### config.mk
export PLATFORM = sky130hd
export DESIGN_NAME = hazard_ctrl
export DESIGN_NICKNAME = d
export VERILOG_FILES = /design/src/rtl/hazard_ctrl.sv
export SDC_FILE = /design/constraint.sdc
export NUM_CORES = 1
export LEC_CHECK = 0
export CAP_MARGIN = 20
export CORE_ASPECT_RATIO = 0.8
export CORE_MARGIN = 1.5
export CORE_UTILIZATION = 51
export CTS_CLUSTER_DIAMETER = 60
export DETAILED_ROUTE_END_ITERATION = 16
export HOLD_SLACK_MARGIN = 0.06
export PLACE_DENSITY = 0.87
export SYNTH_ARGS = -nofsm -noshare
export SYNTH_HDL_FRONTEND = slang
export SYNTH_SLANG_ARGS = --single-unit
### constraint.sdc
create_clock -name SYS_clk -period 4.2 [get_ports SYS_clk]
set_clock_uncertainty 0.1 [all_clocks]
set_input_delay 0.84 -clock SYS_clk [delete_from_list [all_inputs] [get_ports SYS_clk]]
set_output_delay 0.84 -clock SYS_clk [all_outputs]
set_load 0.05 [all_outputs]
### src/rtl/hazard_ctrl.sv
// Pipeline hazard sequencer: operand forwarding, load-use stalls, taken-branch flushes,
// an external drain-then-load PC sequence, and saturating stall/flush event counters.
module hazard_ctrl #(
    parameter int unsigned DRAIN_CYCLES = 3,
    parameter int unsigned CNT_W        = 16
) (
    input  logic             SYS_clk,
    input  logic             SYS_reset_n,
    input  logic             SYS_load,
    input  logic [4:0]       D_rs,
    input  logic [4:0]       D_rt,
    input  logic             D_uses_rt,
    input  logic [4:0]       EX_rs,
    input  logic [4:0]       EX_rt,
    input  logic             EX_MemRead,
    input  logic [4:0]       EX_write_register,
    input  logic             EX_branch_taken,
    input  logic             MEM_RegWrite,
    input  logic [4:0]       MEM_write_register,
    input  logic             WB_RegWrite,
    input  logic [4:0]       WB_write_register,
    output logic             PC_en,
    output logic             PC_sel_branch,
    output logic             PC_load,
    output logic             D_en,
    output logic             D_flush,
    output logic             EX_bubble,
    output logic [1:0]       fwd_a,
    output logic [1:0]       fwd_b,
    output logic             CTRL_busy,
    output logic [CNT_W-1:0] CTRL_stall_count,
    output logic [CNT_W-1:0] CTRL_flush_count
);

    typedef enum logic [1:0] {
        ST_RUN   = 2'd0,
        ST_DRAIN = 2'd1,
        ST_LOAD  = 2'd2
    } state_e;

    localparam logic [3:0]       DRAIN_INIT = 4'(DRAIN_CYCLES - 1);
    localparam logic [CNT_W-1:0] CNT_MAX    = {CNT_W{1'b1}};
    localparam logic [CNT_W-1:0] CNT_ONE    = {{(CNT_W-1){1'b0}}, 1'b1};

    // MEM result is newer than WB data, so it wins; r0 is hardwired and never forwarded.
    function automatic logic [1:0] fwd_sel(
        input logic       mem_we,
        input logic [4:0] mem_rd,
        input logic       wb_we,
        input logic [4:0] wb_rd,
        input logic [4:0] src
    );
        logic [1:0] sel;
        if (mem_we && (mem_rd != 5'd0) && (mem_rd == src)) begin
            sel = 2'b10;
        end else if (wb_we && (wb_rd != 5'd0) && (wb_rd == src)) begin
            sel = 2'b01;
        end else begin
            sel = 2'b00;
        end
        return sel;
    endfunction

    function automatic logic [CNT_W-1:0] sat_inc(input logic [CNT_W-1:0] v);
        logic [CNT_W-1:0] r;
        if (v == CNT_MAX) begin
            r = v;
        end else begin
            r = v + CNT_ONE;
        end
        return r;
    endfunction

    state_e           state_q, state_d;
    logic [3:0]       drain_cnt_q, drain_cnt_d;
    logic [CNT_W-1:0] stall_cnt_q, stall_cnt_d;
    logic [CNT_W-1:0] flush_cnt_q, flush_cnt_d;

    logic       load_use_s;
    logic       pc_en_s, pc_sel_branch_s, pc_load_s;
    logic       d_en_s, d_flush_s, ex_bubble_s, busy_s;
    logic [1:0] fwd_a_s, fwd_b_s;

    // Hazard detection and forwarding selects, independent of sequencer state.
    always_comb begin
        load_use_s = EX_MemRead && (EX_write_register != 5'd0) &&
                     ((EX_write_register == D_rs) ||
                      (D_uses_rt && (EX_write_register == D_rt)));
        fwd_a_s = fwd_sel(MEM_RegWrite, MEM_write_register, WB_RegWrite, WB_write_register, EX_rs);
        fwd_b_s = fwd_sel(MEM_RegWrite, MEM_write_register, WB_RegWrite, WB_write_register, EX_rt);
    end

    // Sequencer next state, pipeline controls and counter updates.
    always_comb begin
        state_d         = state_q;
        drain_cnt_d     = drain_cnt_q;
        stall_cnt_d     = stall_cnt_q;
        flush_cnt_d     = flush_cnt_q;
        pc_en_s         = 1'b0;
        pc_sel_branch_s = 1'b0;
        pc_load_s       = 1'b0;
        d_en_s          = 1'b0;
        d_flush_s       = 1'b0;
        ex_bubble_s     = 1'b0;
        busy_s          = 1'b0;
        case (state_q)
            ST_RUN: begin
                if (EX_branch_taken) begin
                    // Squashes any load-use victim in decode; a concurrent SYS_load waits a cycle.
                    pc_en_s         = 1'b1;
                    pc_sel_branch_s = 1'b1;
                    d_en_s          = 1'b1;
                    d_flush_s       = 1'b1;
                    ex_bubble_s     = 1'b1;
                    flush_cnt_d     = sat_inc(flush_cnt_q);
                end else if (SYS_load) begin
                    d_en_s      = 1'b1;
                    d_flush_s   = 1'b1;
                    ex_bubble_s = 1'b1;
                    drain_cnt_d = DRAIN_INIT;
                    state_d     = ST_DRAIN;
                end else if (load_use_s) begin
                    ex_bubble_s = 1'b1;
                    stall_cnt_d = sat_inc(stall_cnt_q);
                end else begin
                    pc_en_s = 1'b1;
                    d_en_s  = 1'b1;
                end
            end
            ST_DRAIN: begin
                d_en_s      = 1'b1;
                d_flush_s   = 1'b1;
                ex_bubble_s = 1'b1;
                busy_s      = 1'b1;
                if (drain_cnt_q == 4'd0) begin
                    state_d = ST_LOAD;
                end else begin
                    drain_cnt_d = drain_cnt_q - 4'd1;
                end
            end
            ST_LOAD: begin
                pc_en_s     = 1'b1;
                pc_load_s   = 1'b1;
                d_en_s      = 1'b1;
                d_flush_s   = 1'b1;
                ex_bubble_s = 1'b1;
                busy_s      = 1'b1;
                state_d     = ST_RUN;
            end
            default: begin
                state_d     = ST_RUN;
                drain_cnt_d = 4'd0;
            end
        endcase
    end

    // State shares the falling edge with the pipeline registers it controls.
    always_ff @(negedge SYS_clk or negedge SYS_reset_n) begin
        if (!SYS_reset_n) begin
            state_q     <= ST_RUN;
            drain_cnt_q <= 4'd0;
            stall_cnt_q <= {CNT_W{1'b0}};
            flush_cnt_q <= {CNT_W{1'b0}};
        end else begin
            state_q     <= state_d;
            drain_cnt_q <= drain_cnt_d;
            stall_cnt_q <= stall_cnt_d;
            flush_cnt_q <= flush_cnt_d;
        end
    end

    // Every output is forced low while reset is held, independent of the clock.
    always_comb begin
        PC_en            = SYS_reset_n & pc_en_s;
        PC_sel_branch    = SYS_reset_n & pc_sel_branch_s;
        PC_load          = SYS_reset_n & pc_load_s;
        D_en             = SYS_reset_n & d_en_s;
        D_flush          = SYS_reset_n & d_flush_s;
        EX_bubble        = SYS_reset_n & ex_bubble_s;
        CTRL_busy        = SYS_reset_n & busy_s;
        fwd_a            = {2{SYS_reset_n}} & fwd_a_s;
        fwd_b            = {2{SYS_reset_n}} & fwd_b_s;
        CTRL_stall_count = {CNT_W{SYS_reset_n}} & stall_cnt_q;
        CTRL_flush_count = {CNT_W{SYS_reset_n}} & flush_cnt_q;
    end

endmodule

==> impl_results.md <==
- Vias per cell: roughly 6.7
- Die W: 84.4 µm
- Area after DPL: ~4200 µm²
- Vias: 3261
- H-Tree Depth: 2
- Internal Power: 1.19 mW
- Die Area: 5750 µm²
- CP Class: register to output pin
- Longest Clk Path Bufs: 2
- MaxCap Viol Count: 0
- Register area: 951 µm²
- Design area: approximately 4800 µm²
- Logic pwr share: 54.5%
- CP peak stage delay: 460 ps
- Post-CTS Hold Buffers: 0
- Antenna cells: 0
- Placed wire-length estimate: between 5000 and 6000 µm
- Standard-cell row count: 23
- PortBufs: 85
- Mean Syn Cell Area: roughly 9.7 µm²
- Critical Path AT: 3830 ps
- Unique masters post-synth: 46
- Multi-input gate area: 1900 µm²
- Min-Delay Path Depth: 1
- Status: finished with violations
- TNS Setup: -4020 ps
- Reg clk slew, reported paths: 60 ps
- Worst EP required: 3260 ps
- Nets: 475
- Critical path, cell by cell: buf_4 -> ha_2 -> nor2b_4 -> buf_4 -> a31o_4 -> buf_8
- Largest net degree at the start of global routing: 57
- Slew margin rel.: 63.9%
- Clock sinks: 38
- Critical path's slowest cell: dfrtn_1
- Failing checks: negative setup slack
- Sequential share of the synthesized area: 35.2%
- Routed WL per cell: 25.4 µm
- Sequential power share: about 25%
- Overall Power: 2.00 mW
- First DRT Iteration DRCs: approximately 460
- IR drop worst, VDD: 0.000333 V
- EDFF count, synth: 0
- Antenna violations before repair: 0
- Crit path launch: state_q[0]
- Layout area overhead: 78.3%
- Slack of the critical path: -571 ps
- Mapped Cells: 280
- Crit path buf inv count: 3
- Hold_sp: flush_cnt_q[5]
- TritonCTS Buffers: 5
- Post-detailed-route DRC marker count: 0
- Worst hold path class: register to register
- Worst skew pair latency: 310 ps
- FF+latch count, synth: 38
- Setup Viol. Count Final: 31
- Cell leakage power: about 2.1 nW
- Sw Share: 40.4%
- Final GP Congestion: 0.839
- Initial Utilization: 53.4%
- Primary FF master, synth: dfrtn_1
- Met2 wire length: 5800 µm
- DRT Wirelength: around 12000 µm
- DRT Pass-1 Iters: 5
- GRT Residual Overflow: 0
- Crit end category: output pin
- Die Span Y: 68.1 µm
- Clock power share: 20.4%
- Core area: 5060 µm²
- Worst flop-to-flop path endpoint: stall_cnt_q[12]
- Switching Power: 0.808 mW
- Max FO, Critical Path: 3
- Dpl ws: -736 ps
- Warnings, synthesis: 0
- Layout cells sized above 1: 38.4%
- Ys async rst share: 100%
- CTS tree: built
- Most used cell, CP: buf_4
- Pwr/cell area: between 400 and 500 nW/µm²
- Synthesized cell area: 2700 µm²
- DRT antenna net count: 0
- Hold EP: flush_cnt_q[5]
- Metal3 WL: 1290 µm
- Worst Reg-to-Reg Cells: 10
- Reg2reg setup slack: about 1800 ps
- Top Ports: 86
- Vias in the first global route: 2846
- Clk root buf: clkbuf_8
- DR top layer: met4
- CP top delay family: flip-flops
- GRT Overall Usage: 32.9%
- Fill cells: between 100 and 150
- Worst-Margin Slew: 540 ps
- First-pass GRT wire length: roughly 15000 µm
- Reg2Reg Launch Point: state_q[0]
- Syn_nets: ~330
- Fin. Hold Viols: 0
- Met1 WL: 4260 µm
- Slew Viols, Final: 0
- RSZ-0062 raised after global routing: yes
- Worst setup SP type: register
## how the worst max path moves through the flow
| stage | end | slack, ps | depth (start not counted) |
|---|---|---|---|
| finish | EX_bubble | -570 | 6 |
| detailed placement | stall_cnt_q[6] | -740 | 6 |
| global placement | stall_cnt_q[6] | -650 | 6 |
| global route | EX_bubble | -570 | 6 |
| floorplan | EX_bubble | -320 | 6 |
| CTS | EX_bubble | -460 | 5 |
## cell usage in the layout, fill, tap and decap left out, drive strengths merged, types with 5 or more instances in the layout
| master | netlist | layout |
|---|---|---|
| and2 | 37 | 37 |
| and3 | 7 | 7 |
| nand4 | 20 | 20 |
| xnor2 | 42 | 42 |
| nand3 | 13 | 13 |
| buf | 2 | 108 |
| xor2 | 18 | 18 |
| nor2 | 8 | 8 |
| clkbuf | 6 | 9 |
| dlygate4sd2 | 0 | 6 |
| nor4 | 5 | 5 |
| ha | 8 | 8 |
| dfrtn | 38 | 38 |
| a21oi | 7 | 7 |
| o21ai | 7 | 7 |
| or4 | 6 | 6 |
| clkdlybuf4s50 | 0 | 25 |
| nand2 | 17 | 17 |
## Yosys cell counts (2+ instances only)
library cell | instances | area, µm²
clkbuf_1 | 6 | 22.5
nor2b_1 | 4 | 25.0
nor3b_1 | 2 | 15.0
and4_1 | 4 | 35.0
inv_1 | 4 | 15.0
xnor2_1 | 42 | 368
nor3_1 | 2 | 10.0
xor2_1 | 18 | 158
ha_1 | 8 | 100
nand2b_1 | 3 | 18.8
nor4_1 | 2 | 12.5
nand4_1 | 20 | 125
or4_1 | 5 | 37.5
dfrtn_1 | 38 | 951
o21a_1 | 3 | 22.5
and2_1 | 37 | 231
o21ai_0 | 6 | 30.0
nor2_1 | 8 | 30.0
nor4_2 | 2 | 25.0
a21oi_1 | 7 | 35.0
nand3_1 | 13 | 65.1
and3_1 | 7 | 43.8
nand2_1 | 16 | 60.1
## metal layers
metal  vias up  GRT usage (%)
li1       1269              -
met1      1535           39.2
met2       343           57.8
met3       114           6.39
met4         0           17.5
met5         -              0
## registers in the layout (all words and copies together) (netlist names)
| name | count |
|---|---|
| drain_cnt_q | 4 |
| state_q | 2 |
| stall_cnt_q | 16 |
| flush_cnt_q | 16 |
## through the flow
| step | cells | util (%) | hold WS, ps |
|---|---|---|---|
| after floorplan | 280 | - | 309 |
| after global placement | 444 | 83.8 | 325 |
| after detailed placement | 444 | 83.8 | 349 |
| after CTS | 461 | 88.9 | 349 |
| after global routing | 487 | 95.2 | 388 |
| final | 487 | 95.2 | 356 |
## final cells by class
cell class                      instances  share of cell area (%)
Multi-Input combinational cell        230                    39.3
Tap cell                               62                    1.61
Clock buffer                            6                    1.71
Inverter                                4                   0.312
Timing Repair Buffer                  145                    36.1
Clock inverter                          2                    1.25
Sequential cell                        38                    19.7
## repair_timing
action	4_1_cts	5_1_grt
pin swaps	19	23
hold endpoints to repair	0	0
gates resized for setup	55	33
setup endpoints to repair	36	36
setup buffers	9	26
## power groups by stage
stage | sequential [mW] | clock (mW) | combinational [mW]
after floorplan | 0.484 | 0 | 0.498
after global placement | 0.493 | 0 | 0.821
after CTS | 0.493 | 0.390 | 0.903
after global routing | 0.503 | 0.412 | 1.12
after detailed placement | 0.498 | 0 | 0.847
final | 0.501 | 0.408 | 1.09
## kinds of logic after synthesis
family / count (synthesis) / share of synthesized area (%)
simple gates: 133 / 31.2
xor+xnor: 60 / 19.4
flops: 38 / 35.2
compound gates: 27 / 7.64
buf+inv: 12 / 1.94
fa+ha+maj: 8 / 3.70
mux: 2 / 0.833
Note: power is estimated with default switching activity, not from simulation.
